==> src/rtl/i2s_tx_controller.sv <==
// I2S transmit-side clock and sample controller: generates bclk/daclrc from clk and
// presents one 24-bit word per channel slot from a single-entry stereo holding buffer.
module i2s_tx_controller #(
  parameter int BCLK_HALF   = 11,
  parameter int BITS_PER_CH = 32
) (
  input  logic        clk,
  input  logic        reset,
  input  logic        enable,
  input  logic        s_valid,
  input  logic [23:0] s_left,
  input  logic [23:0] s_right,
  output logic        s_ready,
  input  logic        clear_underrun,
  output logic        bclk,
  output logic        daclrc,
  output logic [23:0] audio_data,
  output logic        busy,
  output logic        underrun,
  output logic [15:0] underrun_cnt
);

  typedef enum logic {IDLE, RUN} state_t;

  localparam logic [7:0] DIV_LAST = 8'(BCLK_HALF - 1);
  localparam logic [5:0] BIT_LAST = 6'(BITS_PER_CH - 1);

  state_t      state, state_next;
  logic [7:0]  div_cnt;
  logic [5:0]  bit_cnt;
  logic [23:0] buf_left, buf_right, active_right;
  logic        buf_full;

  logic transfer, bclk_fall, slot_end, frame_end, right_start, frame_load, stop, starved;

  assign s_ready     = !buf_full;
  assign busy        = (state == RUN);
  assign transfer    = s_valid && s_ready;
  assign bclk_fall   = (state == RUN) && (div_cnt == DIV_LAST) && bclk;
  assign slot_end    = bclk_fall && (bit_cnt == BIT_LAST);
  assign frame_end   = slot_end && daclrc;
  assign right_start = slot_end && !daclrc;
  assign stop        = frame_end && !enable;
  // A frame starts either when leaving IDLE or at the left-slot boundary while still enabled
  assign frame_load  = ((state == IDLE) && enable) || (frame_end && enable);
  assign starved     = frame_load && !buf_full;

  always_ff @(posedge clk) begin
    if (reset) state <= IDLE;
    else       state <= state_next;
  end

  always_comb begin
    state_next = state;
    case (state)
      IDLE:    if (enable) state_next = RUN;
      RUN:     if (stop)   state_next = IDLE;
      default: state_next = IDLE;
    endcase
  end

  always_ff @(posedge clk) begin
    if (reset) begin
      div_cnt      <= '0;
      bit_cnt      <= '0;
      bclk         <= 1'b0;
      daclrc       <= 1'b0;
      audio_data   <= '0;
      buf_left     <= '0;
      buf_right    <= '0;
      buf_full     <= 1'b0;
      active_right <= '0;
      underrun     <= 1'b0;
      underrun_cnt <= '0;
    end else begin
      if (transfer) begin
        buf_left  <= s_left;
        buf_right <= s_right;
        buf_full  <= 1'b1;
      end

      if (frame_load) begin
        if (buf_full) begin
          active_right <= buf_right;
          audio_data   <= buf_left;
          buf_full     <= 1'b0;
        end else begin
          active_right <= '0;
          audio_data   <= '0;
        end
      end else if (right_start) begin
        audio_data <= active_right;
      end

      // A new underrun takes priority over a coincident clear
      if (starved) begin
        underrun <= 1'b1;
        if (underrun_cnt != 16'hFFFF) underrun_cnt <= underrun_cnt + 16'd1;
      end else if (clear_underrun) begin
        underrun <= 1'b0;
      end

      if ((state == IDLE) || stop) begin
        div_cnt <= '0;
        bit_cnt <= '0;
        bclk    <= 1'b0;
        daclrc  <= 1'b0;
      end else begin
        if (div_cnt == DIV_LAST) begin
          div_cnt <= '0;
          bclk    <= !bclk;
        end else begin
          div_cnt <= div_cnt + 8'd1;
        end
        if (bclk_fall) begin
          if (bit_cnt == BIT_LAST) begin
            bit_cnt <= '0;
            daclrc  <= !daclrc;
          end else begin
            bit_cnt <= bit_cnt + 6'd1;
          end
        end
      end
    end
  end

endmodule
==> config.mk <==
export PLATFORM = sky130hd
export DESIGN_NAME = i2s_tx_controller
export DESIGN_NICKNAME = d
export VERILOG_FILES = /design/src/rtl/i2s_tx_controller.sv
export SDC_FILE = /design/constraint.sdc
export NUM_CORES = 1
export LEC_CHECK = 0
export ABC_AREA = 1
export CORE_UTILIZATION = 35
export DETAILED_ROUTE_END_ITERATION = 6
export GPL_ROUTABILITY_DRIVEN = 0
export PLACE_DENSITY_LB_ADDON = 0.3
export SYNTH_ARGS = -nofsm -noshare
export SYNTH_HDL_FRONTEND = slang
export SYNTH_SLANG_ARGS = --single-unit
==> constraint.sdc <==
create_clock -name clk -period 4.5 [get_ports clk]
set_input_delay 0.9 -clock clk [delete_from_list [all_inputs] [get_ports clk]]
set_output_delay 0.9 -clock clk [all_outputs]
set_load 0.01 [all_outputs]
==> impl_metrics.csv <==
group,metric,value,unit
outcome,status,"finished, final reports clean",
pwr,total_power,3.19,mW
final_layout,seqCellArea,2620,um^2
logic_synthesis,synth_area_per_cell,7.26,um^2
route,detail_route.first_pass.iterations,5,
route,route.vias.total,4883,
critical_path,crit_path_max_fanout,50,
critical_path,worstPathRequired,4.85,ns
final_layout,syn_to_final_growth,31.8,%
sta,finalMaxSlewViolations,0,
die,std_cell_rows,45,
pwr,max-vdd-ir-drop,304,uV
sta,finalSetupViolCount,0,
route,drc,0,
final_layout,fillers,1495,
global_route,gr-usage-all-layers,17.2,%
flow_run,drv_cap,0,
final_layout,final_nets,910,
clocking,cts-root-buf,"clkbuf_16",
worst_hold_path,hold_path.class,"reg2reg",
sta,max_slew.worst_pin.slew,0.986,ns
route,ant_nets,0,
sta,fmax,372,MHz
clocking,clockBufferDepth,2,
sta,fin_ws,1.81,ns
placement,hpwl,8920,um
global_route,grt_pass1_vias,4528,
die,num_io_pins,98,
route,wire_per_inst,12.3,um
global_route,grt_pass1_wl,21900,um
global_route,grt_max_degree,72,
clocking,cts_sinks,131,
final_layout,fin_cells,1077,
die,die_w,128,um
final_layout,fin_util,47.9,%
logic_synthesis,synth_nets,827,
global_route,grt.overflow.total,0,
sta,relSlewSlack,34.2,%
clocking,hold_buffers,0,
logic_synthesis,syn_area,5590,um^2
die,fp.dieH,128,um
sta,min_period,2.69,ns
placement,placed_cell_area,6660,um^2
sta,fin_crit_sh,59.7,%
clocking,cts_tree,"built",
placement,port_buffers,97,
sta,rsz0062_at_grt,"false",
sta,finalSetupTns,0,ns
global_route,antenna_found_initial,0,
sta,holdWs,0.457,ns
clocking,cts_made_buffers,17,
clocking,clock_latency,0.42,ns
die,initial_core_util,36.3,%
die,core,15400,um^2
clocking,path_clk_slew,0.06,ns
critical_path,critPathCaptureType,"flop",
route,dr.first_iter.drc_count,256,
critical_path,reg2reg_slack,1.81,ns
route,avgViaCountPerCell,4.53,
logic_synthesis,yosysSeqAreaShare,46.9,%
placement,dp.cells,1045,
logic_synthesis,synth_cells,770,
clocking,cts_setup_buffers,0,
logic_synthesis,ys_warn_count,0,
critical_path,worst-endpoint-arrival,3.04,ns
final_layout,multi_input_area,2520,um^2
critical_path,crit_path_start_kind,"flop",
clocking,htreeDepth,4,
placement,dpl_worst_slack,1.39,ns
sta,skew,0.00719,ns
pwr,leakagePower,2.90,nW
critical_path,critPathKind,"reg2reg",
clocking,ctsResizeCount,0,
sta,finalHoldViolCount,0,
final_layout,num_antenna_cells,0,
final_layout,drive_gt1_share,10.7,%
pwr,p_per_area,433,nW/um^2
route,wirelength,13200,um
logic_synthesis,ys_ff_latch,131,
logic_synthesis,synth_cell_types,31,
die,dieArea,16500,um^2
final_layout,stdcell_area,7360,um^2
## path summary, 6_finish.rpt
kind / from / endpoint / cells past startpoint
worst min register to register: buf_right[22]$_SDFFE_PP0P_ / active_right[22]$_SDFFE_PP0N_ / 2
worst max register to register: bit_cnt[0]$_SDFFE_PP0P_ / audio_data[19]$_SDFFE_PP0P_ / 9
worst min-delay path: buf_right[22]$_SDFFE_PP0P_ / active_right[22]$_SDFFE_PP0N_ / 2
worst max-delay path: bit_cnt[0]$_SDFFE_PP0P_ / audio_data[19]$_SDFFE_PP0P_ / 9
## per-layer routing
layer | vias up | wire (um) | global-route usage [%]
met3 | 17 | 493 | 4.78
li1 | 2587 | - | -
met5 | - | 0 | 0
met2 | 93 | 6400 | 28.6
met4 | 0 | 193 | 6.09
met1 | 2186 | 6130 | 21.4
## cell families (layout without fill, tap and decap cells)
group	count (synthesis)	in the layout	synth area share (%)
xor gates and xnor gates	12	12	1.88
DFF	131	131	46.9
buffers and inverters	104	200	8.02
adders and majority gates	4	4	0.896
AOI/OAI and AO/OA	136	136	13.6
and+or+nand+nor	383	383	28.6
## cell type report
| cell class | count | area share [%] |
|---|---|---|
| clock buffers | 19 | 6.15 |
| clock inverters | 13 | 3.45 |
| inverters | 65 | 3.31 |
| multi-input cells | 535 | 34.2 |
| flip-flops and latches | 131 | 35.6 |
| well taps | 211 | 3.58 |
| repair buffers | 103 | 13.7 |
## critical path, cell delays in order, from the launching register on
cell and delay, ns:
dfxtp_1 0.39, ha_1 0.21, nand3_1 0.08, nor2_1 0.27, nand4_2 0.19, nand2_4 0.15
nand2_4 0.26, nand2_1 0.72, o21ai_0 0.18, nor2_1 0.14
## power breakdown
part	switching (mW)	internal [mW]	total, mW
registers	0.0400	1.22	1.26
logic	0.156	0.132	0.288
clock network	0.517	1.12	1.64
total	0.713	2.48	3.19
## cell usage after synthesis, drive strengths merged
cell    count  share of area [%]
nor2      194                 13
nand2     154                 12
dfxtp     131                 47
o21ai     102                9.1
inv        65                4.4
a21oi      31                4.1
clkbuf     26                1.7
nand3      19                1.8
buf        13                1.9
nand4      12                1.5
xor2        7                1.1
xnor2       5               0.78
ha          4               0.90
nor3        2               0.18
a31oi       1               0.11
nor3b       1               0.13
nor4        1               0.11
o211ai      1               0.13
o21bai      1               0.13
## registers in the layout, summed over array words and instances (netlist names)
signal	count
underrun_cnt	16
busy	1
div_cnt	8
active_right	24
buf_left	24
daclrc	1
buf_right	24
underrun	1
bit_cnt	6
audio_data	24
buf_full	1
bclk	1
## cells in the final DEF, fill, tap and decap left out, types with 10 or more instances in the layout
cell,netlist,routed
nand2_1,132,132
nand3_1,18,18
nand2_2,20,20
clkbuf_16,0,17
dfxtp_1,131,131
clkdlybuf4s50_1,0,96
o21ai_0,92,92
nand4_1,11,11
a21oi_2,20,20
inv_1,61,60
a21oi_1,11,11
o21ai_1,10,10
nor2_1,189,189
Power figures use the tool's default switching activity.
